<file path="config.mk">
export PLATFORM = sky130hd
export DESIGN_NAME = dcache_evict_buffer
export DESIGN_NICKNAME = d
export VERILOG_FILES = /design/src/rtl/dcache_evict_buffer.sv
export SDC_FILE = /design/constraint.sdc
export NUM_CORES = 1
export LEC_CHECK = 0
export CELL_PAD_IN_SITES_DETAIL_PLACEMENT = 1
export CELL_PAD_IN_SITES_GLOBAL_PLACEMENT = 1
export CORE_AREA = 2 2 271 273
export CTS_BUF_LIST = sky130_fd_sc_hd__clkbuf_8
export CTS_CLUSTER_DIAMETER = 200
export DETAILED_ROUTE_END_ITERATION = 16
export DIE_AREA = 0 0 273 275
export PLACE_DENSITY_LB_ADDON = 0.1
export SYNTH_ARGS = -nofsm -noshare
export SYNTH_HDL_FRONTEND = slang
export SYNTH_SLANG_ARGS = --single-unit
</file>
<file path="constraint.sdc">
create_clock -name clk -period 2.8 [get_ports clk]
set_input_delay 0.28 -clock clk [delete_from_list [all_inputs] [get_ports clk]]
set_output_delay 0.28 -clock clk [all_outputs]
set_load 0.02 [all_outputs]
</file>
<file path="src/rtl/dcache_evict_buffer.sv">
// Write-back eviction buffer between the L1 data cache and downstream memory.
// Optional read forwarding from buffered lines is enabled by defining DCACHE_EVICT_FWD_EN.
module dcache_evict_buffer #(
    parameter int DEPTH = 4
) (
    input  logic         clk,
    input  logic         rst_n,
    input  logic [15:0]  l1_address,
    input  logic         l1_read,
    input  logic         l1_write,
    input  logic [127:0] l1_wdata,
    output logic [127:0] l1_rdata,
    output logic         l1_resp,
    output logic [15:0]  pmem_address,
    output logic         pmem_read,
    output logic         pmem_write,
    output logic [127:0] pmem_wdata,
    input  logic [127:0] pmem_rdata,
    input  logic         pmem_resp,
    output logic         buf_empty,
    output logic         buf_full
);

    localparam int PTR_W = (DEPTH > 1) ? $clog2(DEPTH) : 1;
    localparam int CNT_W = $clog2(DEPTH + 1);

    typedef enum logic [1:0] {IDLE, RD_MEM, WR_MEM, RESP} state_e;

    state_e             state_q, state_d;
    logic               valid_q [DEPTH];
    logic [11:0]        tag_q   [DEPTH];
    logic [127:0]       data_q  [DEPTH];
    logic [PTR_W-1:0]   head_q, tail_q;
    logic [CNT_W-1:0]   count_q;
    logic [127:0]       rdata_q;

    logic [11:0]        reqTag;
    logic               hit;
    logic [PTR_W-1:0]   hitIdx;
    logic               full, empty;
    logic               push, coalesce, pop, latchMem;
`ifdef DCACHE_EVICT_FWD_EN
    logic               latchFwd;
`endif
    logic               unusedAddrBits;

    function automatic logic [PTR_W-1:0] ptrInc(input logic [PTR_W-1:0] p);
        return (p == PTR_W'(DEPTH - 1)) ? '0 : p + 1'b1;
    endfunction

    assign reqTag         = l1_address[15:4];
    assign unusedAddrBits = ^l1_address[3:0];
    assign full           = (count_q == CNT_W'(DEPTH));
    assign empty          = (count_q == '0);

    // Coalescing keeps at most one entry per tag, so the last match is the only match.
    always_comb begin
        hit    = 1'b0;
        hitIdx = '0;
        for (int i = 0; i < DEPTH; i++) begin
            if (valid_q[i] && (tag_q[i] == reqTag)) begin
                hit    = 1'b1;
                hitIdx = PTR_W'(i);
            end
        end
    end

    always_ff @(posedge clk or negedge rst_n) begin
        if (!rst_n) state_q <= IDLE;
        else        state_q <= state_d;
    end

    always_comb begin
        state_d  = state_q;
        push     = 1'b0;
        coalesce = 1'b0;
        pop      = 1'b0;
        latchMem = 1'b0;
`ifdef DCACHE_EVICT_FWD_EN
        latchFwd = 1'b0;
`endif
        case (state_q)
            IDLE: begin
                if (l1_write) begin
                    if (hit) begin
                        coalesce = 1'b1;
                        state_d  = RESP;
                    end else if (!full) begin
                        push    = 1'b1;
                        state_d = RESP;
                    end else begin
                        state_d = WR_MEM;
                    end
                end else if (l1_read) begin
                    if (!hit) begin
                        state_d = RD_MEM;
                    end else begin
`ifdef DCACHE_EVICT_FWD_EN
                        latchFwd = 1'b1;
                        state_d  = RESP;
`else
                        // Drain from the head until the requested line has reached memory.
                        state_d = WR_MEM;
`endif
                    end
                end else if (!empty) begin
                    state_d = WR_MEM;
                end
            end
            RD_MEM: begin
                if (pmem_resp) begin
                    latchMem = 1'b1;
                    state_d  = RESP;
                end
            end
            WR_MEM: begin
                if (pmem_resp) begin
                    pop     = 1'b1;
                    state_d = IDLE;
                end
            end
            RESP:    state_d = IDLE;
            default: state_d = IDLE;
        endcase
    end

    always_ff @(posedge clk or negedge rst_n) begin
        if (!rst_n) begin
            for (int i = 0; i < DEPTH; i++) begin
                valid_q[i] <= 1'b0;
                tag_q[i]   <= '0;
                data_q[i]  <= '0;
            end
            head_q  <= '0;
            tail_q  <= '0;
            count_q <= '0;
            rdata_q <= '0;
        end else begin
            if (push) begin
                valid_q[tail_q] <= 1'b1;
                tag_q[tail_q]   <= reqTag;
                data_q[tail_q]  <= l1_wdata;
                tail_q          <= ptrInc(tail_q);
                count_q         <= count_q + 1'b1;
            end
            if (coalesce) data_q[hitIdx] <= l1_wdata;
            if (pop) begin
                valid_q[head_q] <= 1'b0;
                head_q          <= ptrInc(head_q);
                count_q         <= count_q - 1'b1;
            end
            if (latchMem) rdata_q <= pmem_rdata;
`ifdef DCACHE_EVICT_FWD_EN
            else if (latchFwd) rdata_q <= data_q[hitIdx];
`endif
        end
    end

    always_comb begin
        pmem_read    = (state_q == RD_MEM);
        pmem_write   = (state_q == WR_MEM);
        pmem_address = '0;
        pmem_wdata   = '0;
        if (state_q == WR_MEM) begin
            pmem_address = {tag_q[head_q], 4'b0};
            pmem_wdata   = data_q[head_q];
        end else if (state_q == RD_MEM) begin
            pmem_address = {reqTag, 4'b0};
        end
    end

    assign l1_resp   = (state_q == RESP);
    assign l1_rdata  = rdata_q;
    assign buf_empty = empty;
    assign buf_full  = full;

endmodule

</file>
[After elaboration in Yosys (flattened, before gate mapping)]
Index checks and enable logic that the tools add are counted.
Storage, ports and cells
  RAM bits: 0
  memories kept: 0
  ROM bits: 0
  input bits: 277
  register bits after elaboration: 701
  word-level logic and storage cells: 113
  output and inout bits: 277
  bits in latches: 0
Cells by class
  add/subtract/negate cells: 4
  multipliers: 0
  reduce and logical (&&, ||, !) cells: 11
  div/mod/pow operators: 0
  order comparisons: 6
  shift-type cells: 0
  equality and inequality tests: 13
  mux-type cells: 56
  bitwise logic cells: 6
Operators by type and width (count)
  512-bit bitwise mux: 2
  512-bit two-way mux: 2
  128-bit two-way mux: 5
  128-bit demux with 2-bit select: 2
  128-bit binary-select mux with 2-bit select: 1
  48-bit bitwise mux: 1
  12-bit equality test: 4
  12-bit two-way mux: 3
  16-bit two-way mux: 2
  12-bit binary-select mux with 2-bit select: 1
  12-bit demux with 2-bit select: 1
  2-bit two-way mux: 10
  1-bit two-way mux: 19
  3-bit >= comparator (second input constant): 3
  3-bit by 1-bit less-than comparator with 1-bit output (second input constant): 3
  2-bit inverter with 3-bit output: 3
  2-bit equality test (second input constant): 4
  4-bit two-way mux: 2
  2-bit one-hot mux with 4 select lines: 1
  1-bit logical AND: 7
  3-bit two-way mux: 2
  2-bit by 1-bit adder with 2-bit output (second input constant): 2
  4-bit AND: 1
  1-bit demux with 2-bit select: 2
  12 further kinds: 13

[Logic depth before layout (Yosys ltp)]
Gate-level depths: netlist (run 1).
  depth after elaboration: 12
  depth in mapped cells: 10
  depth with buffers taken out: 7

[Least setup slack after synthesis (run 1)]
OpenSTA, ideal clock, no wires.
  path type: flip-flop to output port
  from: reg head_q[0]
  to: out pmem_wdata[56]
  required time: 2.520 ns
  arrival: 2.193 ns
  stages on the path, launching flop included: 6
  buffers on the path: 3
  slack: 0.327 ns
  path through: dfrtp_1 > clkbuf_1 > clkbuf_1 > buf_1 > mux4_2 > and2_1
On the way
  cells in the longest elaborated chain, start to end: 5
RTL lines
  start: declaration: RTL line 33  | logic [PTR_W-1:0] head_q, tail_q;
  start signal: assignment: RTL line 149  | head_q <= ptrInc(head_q);
  2-bit inverter with 3-bit output (not written as such): RTL line 166  | pmem_wdata = data_q[head_q];
  128-bit binary-select mux with 2-bit select: RTL line 166
  128-bit two-way mux (not written as such) (2 in a row): RTL line 166
  128-bit two-way mux: RTL line 164  | if (state_q == WR_MEM) begin
  end: declaration: RTL line 17  | output logic [127:0] pmem_wdata,
No other way between the ends. The select of a mux whose other input is x is not followed.

[Final worst setup path (run 1)]
  from: reg head_q[0]
  to: out pmem_wdata[9]
The elaborated chain is that of the path after synthesis.

==> results of run 1 <==
-- critical path, stage by stage, from the launching register on --
cell and delay, ns:
dfrtp_4 0.47, buf_12 0.18, buf_16 0.15, buf_4 0.13, mux4_2 0.48, and2_1 0.21
clkdlybuf4s15_1 0.29
-- cell families after synthesis --
group / Yosys count / share of synthesized area (%)
other: 1 / 0.0114
and+or+nand+nor: 186 / 3.51
xor gates and xnor gates: 49 / 1.30
muxes: 833 / 36.9
AOI/OAI and AO/OA: 30 / 0.765
buffers and inverters: 150 / 3.78
DFF: 701 / 53.3
adders and majority gates: 9 / 0.365
-- state kept, by name, indices dropped and copies added (netlist names) --
signal / flops
tag_q: 48
head_q: 2
count_q: 3
data_q: 512
state_q: 2
tail_q: 2
l1_rdata: 128
valid_q: 4
-- placed cells by master, fill, tap and decap left out, types with 3 or more instances in the layout --
master	n
mux2_2	321
inv_1	54
diode_2	11
nand3_1	6
mux4_2	140
dlymetal6s2s_1	21
nand4_1	9
nor3_1	3
a2bb2oi_1	3
mux2i_1	3
buf_2	39
dfrtp_1	699
clkbuf_2	36
xnor2_1	46
clkbuf_8	151
and2_1	113
xnor2_2	3
o21ai_0	4
a22o_1	12
clkdlybuf4s15_2	6
ha_1	8
nor4_4	4
clkdlybuf4s50_1	404
nor2_1	8
and2_4	18
conb_1	4
mux2_4	317
clkinv_2	9
inv_6	5
buf_6	22
buf_4	123
buf_12	63
buf_16	8
dlygate4sd2_1	17
mux2_1	52
nand2_1	10
-- final cells by class --
type                            instances  area [µm²]
Inverter                                8        30.0
Multi-Input combinational cell       1111       14300
Sequential cell                       701       17500
Antenna cell                           11        27.5
Fill cell                            6703       29200
Clock inverter                         64         299
Clock buffer                          151        2080
Tap cell                              959        1200
Timing Repair Buffer                  746        7660
-- path summary, 6_finish.rpt --
path,to,slack [ns],start
hold reg to reg,data_q[244]$_DFF_PN0_,0.48,data_q[244]$_DFF_PN0_
setup / recovery,pmem_wdata[9],-0.13,head_q[0]$_DFFE_PN0P_
hold / removal,data_q[67]$_DFF_PN0_,0.10,rst_n
max in group asynchronous,data_q[441]$_DFF_PN0_,1.68,rst_n
min in group clk,l1_rdata[27]$_DFFE_PN0P_,0.12,pmem_rdata[27]
setup reg to reg,data_q[375]$_DFF_PN0_,0.09,tag_q[32]$_DFFE_PN0P_
-- layer usage --
metal	vias to the layer above	wire (µm)
li1	8595	-
met1	10700	38800
met2	517	48800
met3	122	5910
met4	24	1660
met5	-	152
-- repair_timing --
action	in CTS	in global routing
endpoints found under the setup margin	255	425
cloned	4	2
resized for setup	283	203
setup buffers	9	33
hold buffers	1	0
pin swaps	0	3
hold endpoints to repair	411	0
-- report_power, final --
| group | total, mW | switching, mW | internal [mW] |
|---|---|---|---|
| sequential | 18.2 | 3.03 | 15.2 |
| clock | 9.23 | 4.34 | 4.88 |
| combinational | 24.4 | 10.3 | 14.1 |
==> impl_results.md, run 1 <==
- Setup crit start kind: register
- Initial antenna violation count: 23
- Maximum vdd drop: 0.000702 V
- FF-to-FF path depth: 9
- Critical Path End Type: primary output
- Post-synth ARST share: 100%
- M1 GR Usage: 31.3%
- IO Pins: 554
- Share of the synthesized area in the top cell type: 53.3%
- Cell Area, Synth: 32900 µm²
- Final core utilization: 59.6%
- Gr busiest metal: met2
- Drt first pass iters: 4
- GRT Total Usage: 25.2%
- Register area share after synthesis: 53.3%
- Vias/cell: 5.31
- CTS Root Cell: clkbuf_8
- EDFF count, synth: 0
- DP Area: 40300 µm²
- Slew Limit Headroom: 57.1%
- Design Area, Final: 43100 µm²
- Critical path class: reg -> out
- Die Ht: 275 µm
- Synth Instances: 1959
- Share of cells above drive strength 1: 46.2%
- Total Wirelength: 95300 µm
- Placed Instances: 3476
- Final setup violation count: 64
- Global Route met2 Usage: 42.8%
- Worst slack, placed: -0.461 ns
- CTS Buf Count: 130
- Count leader, synth: dfrtp_1
- Final Cycle Share: 105%
- DP HPWL: 65300 µm
- Post-synth top flop: dfrtp_1
- Post-synth top area cell: dfrtp_1
- Tot Pwr: 51.9 mW
- Outcome: complete, but fails checks
- CTS tree: done
- Layout Nets: 2984
- Skew-Pair Late Insertion Delay: 0.77 ns
- Critical Path AT: 2.65 ns
- Power per cell area: 1200 nW/µm²
- H-Tree Depth: 4
- RePlAce Congestion: 0.811
- Post-route ant nets: 0
- Chip Width: 273 µm
- Distinct cells, synth: 46
- Number of max-slew violations in the final report: 0
- Crit path time final: 2.93 ns
- Port bufs: 545
- Largest net degree at the start of global routing: 92
- Top cells by count, synth: dfrtp_1 (701), mux2_2 (321), mux2_4 (317), mux4_2 (140), and2_1 (131)
- DRC viols: 0
- Wire per inst: 25.4 µm
- RSZ-0062 raised after global routing: yes
- Worst endpoint required time: 2.52 ns
- Synth Area per Inst: 16.8 µm²
- Fin cells: 3751
- GR Layer Usage met3: 7.64%
- Row cnt: 99
- Vias in the first global route: 23200
- Achievable frequency: 0.341 GHz
- Failing checks: negative setup slack
- Initial Utilization: 45.5%
- Worst-path clk slew: 0.06 ns
- Synth Warn #: 0
- Top post-synthesis cells by area: dfrtp_1 (53%), mux2_4 (14%), mux2_2 (11%)
- GR Overflow Total: 0
- P&R area growth vs syn: 31.1%
- Final Hold Fails: 0
- CTS sink cnt: 701
- Max Clock Skew: 0.0491 ns
- Via count: 19900
- CP Max Fanout: 11
- Hold WC Path Type: in -> async
- Core box area: 72300 µm²
- Tightest Pin Transition: 0.644 ns
- Flops & latches, synth: 701
- Full die area: 75100 µm²
- Setup WS post-layout: -0.135 ns
- Pleak: 19.8 nW
- WHS: 0.104 ns
- DR iter-0 viols: 1070
- Max-Cap Viols: 0
- First-pass GRT wire length: 144000 µm
- Clock buffer depth: 3
- Total Neg Setup Slack: -2.70 ns
Note: power is estimated with default switching activity, not from simulation.
==> run 2, diff against run 1 <==
--- a/config.mk
+++ b/config.mk
@@ -7,11 +7,11 @@
 export LEC_CHECK = 0
 export CELL_PAD_IN_SITES_DETAIL_PLACEMENT = 1
 export CELL_PAD_IN_SITES_GLOBAL_PLACEMENT = 1
-export CORE_AREA = 2 2 271 273
+export CORE_AREA = 2 2 260 262
 export CTS_BUF_LIST = sky130_fd_sc_hd__clkbuf_8
 export CTS_CLUSTER_DIAMETER = 200
 export DETAILED_ROUTE_END_ITERATION = 16
-export DIE_AREA = 0 0 273 275
+export DIE_AREA = 0 0 262 264
 export PLACE_DENSITY_LB_ADDON = 0.1
 export SYNTH_ARGS = -nofsm -noshare
 export SYNTH_HDL_FRONTEND = slang
==> constraint.sdc (replaced) <==
create_clock -name clk -period 3.55 [get_ports clk]
set_input_delay 0.355 -clock clk [delete_from_list [all_inputs] [get_ports clk]]
set_output_delay 0.355 -clock clk [all_outputs]
set_load 0.02 [all_outputs]
==> run 2 against run 1 <==
Net effect:
- the flow now finishes without violations
- final area decreased by 2.1%
- non-clock buffer count decreased by 101
- sequential power decreased by 21%
- flip-flop and latch count unchanged
- first-iteration DRC count decreased by 14%
- clock-buffer cell count increased by 3
- register-to-register slack improved by 0.59 ns
- wire length decreased by 3.0%
- via count decreased by 2.4%
- power decreased by 22%
- global-route usage increased by 2.0 points
- critical endpoint is now pmem_wdata[101]
- setup slack improved by 0.38 ns
- largest cell class unchanged
==> impl_results.md, run 2 (synthesized netlist as in run 1, its figures left out) <==
- Worst Hold Path EP: l1_rdata[94]$_DFFE_PN0P_
- Max-Cap Viols: 0
- Maximum vdd drop: 0.000614 V
- Core box area: 66600 µm²
- Max Clock Skew: 0.0315 ns
- Number of max-slew violations in the final report: 0
- R2R setup slack: 0.68 ns
- Total Wirelength: 92400 µm
- Layout Nets: 2872
- Wire per inst: 25.9 µm
- DRC viols: 0
- Worst-path clk slew: 0.06 ns
- Largest register FFs: 512
- Worst endpoint required time: 3.19 ns
- Power per cell area: 959 nW/µm²
- P&R area growth vs syn: 28.4%
- Slew Limit Headroom: 39.7%
- Initial antenna violation count: 26
- Clock buffer depth: 3
- DP HPWL: 63400 µm
- Final core utilization: 63.4%
- Register Area: 17500 µm²
- Hold WC Path Type: in -> reg
- Tot Pwr: 40.5 mW
- Crit path time final: 3.31 ns
- Initial Utilization: 49.4%
- Drt first pass iters: 5
- RSZ-0062 raised after global routing: no
- Critical path class: reg -> out
- Reg with most FFs: data_q
- CTS Buf Count: 119
- CP Max Fanout: 44
- CTS sink cnt: 701
- Post-route ant nets: 0
- Setup crit start kind: register
- CTS tree: done
- Largest net degree at the start of global routing: 101
- FILL cells: 5976
- Tightest Pin Transition: 0.904 ns
- Full die area: 69200 µm²
- Achievable frequency: 0.302 GHz
- R2R Path Start: tag_q[30]$_DFFE_PN0P_
- Multi-input logic area: 14200 µm²
- CTS Root Cell: clkbuf_8
- Share of cells above drive strength 1: 40.1%
- Pleak: 18.5 nW
- H-Tree Depth: 3
- DR iter-0 viols: 925
- RR Endpoint: data_q[285]$_DFF_PN0_
- Outcome: finished clean
- Commonest non-fill, non-tap cell in the layout: dfrtp_1
- Vias in the first global route: 22700
- Port bufs: 545
- Chip Width: 262 µm
- Skew-Pair Late Insertion Delay: 0.72 ns
- Critical Path End Type: primary output
- RePlAce Congestion: 0.831
- Critical Path AT: 2.95 ns
- Vias/cell: 5.45
- Most frequent cells in the layout: dfrtp_1 (699), clkdlybuf4s50_1 (544), mux2_2 (321)
- IO Pins: 554
- WHS Path Cells: 2
- Row cnt: 95
- First-pass GRT wire length: 142000 µm
- Worst Hold Launch: pmem_rdata[94]
- Die Ht: 264 µm
- Total Neg Setup Slack: 0 ns
- Final setup violation count: 0
- GRT Total Usage: 27.2%
- Via count: 19400
- Final Cycle Share: 93.2%
- GR Overflow Total: 0
- Final Hold Fails: 0
- FF-to-FF path depth: 8
-- run 2: changes by cell type in the layout (fill, tap and decap cells not counted), sizes merged, moves of 8 or more --
| cell | before | now |
|---|---|---|
| inv | 61 | 40 |
| buf | 257 | 100 |
| clkinv | 9 | 19 |
| clkbuf | 189 | 154 |
| dlymetal6s2s | 21 | 0 |
| dlygate4sd2 | 17 | 0 |
| clkdlybuf4s15 | 8 | 0 |
| clkdlybuf4s50 | 404 | 544 |
-- run 2: through the flow --
step	hold slack, ns	cell area (µm²)	instances	setup WS (ns)
2_1_floorplan	0.0594	32900	1962	1.00
3_3_place_gp	0.461	39600	3330	0.107
3_5_place_dp	0.474	39600	3330	0.0405
4_1_cts	0.181	42100	3546	0.0135
5_1_grt	0.188	42200	3563	0.0990
6_report	0.243	42200	3565	0.241
-- run 2: how the worst max path moves through the flow --
stage	startpoint	endpoint	cells past startpoint
finish	head_q[1]$_DFFE_PN0P_	pmem_wdata[101]	4
detailed placement	l1_address[10]	data_q[445]$_DFF_PN0_	8
CTS	head_q[0]$_DFFE_PN0P_	pmem_wdata[66]	4
global route	head_q[1]$_DFFE_PN0P_	pmem_wdata[106]	4
floorplan	head_q[0]$_DFFE_PN0P_	pmem_wdata[56]	5
global placement	l1_address[8]	data_q[285]$_DFF_PN0_	9
-- run 2: metal layers --
layer | global-route usage [%] | part of all wire [%] | up-vias
li1 | - | - | 8377
met2 | 45.3 | 51 | 521
met5 | 0 | 0.15 | -
met1 | 33.5 | 39 | 10400
met3 | 8.00 | 6.5 | 170
met4 | 9.88 | 3.0 | 22
-- run 2: cell type report --
type,instances,area share (%)
Timing Repair Buffer,645,16.3
Tap cell,873,2.59
Multi-Input combinational cell,1111,33.6
Clock buffer,154,5.02
Antenna cell,14,0.0830
Sequential cell,701,41.6
Clock inverter,59,0.824
Inverter,8,0.0711
-- run 2: repair_timing --
action / in CTS / in global routing
endpoints found under the hold margin: 81 / 0
buffers inserted: 2 / 5
setup endpoints to repair: 113 / 15
hold buffers: 1 / 0
gates resized for setup: 0 / 1
-- run 2: where the power goes --
| group | leakage, nW | internal [mW] | switching, mW |
|---|---|---|---|
| Combinational | 8.57 | 10.9 | 7.76 |
| Sequential | 8.57 | 12.0 | 2.42 |
| Clock | 1.39 | 4.09 | 3.38 |
-- run 2: critical path: stages (launching register included) --
cell and delay, ns:
dfrtp_4 0.75, buf_12 0.35, mux4_2 0.36, and2_1 0.17, clkdlybuf4s50_1 0.58
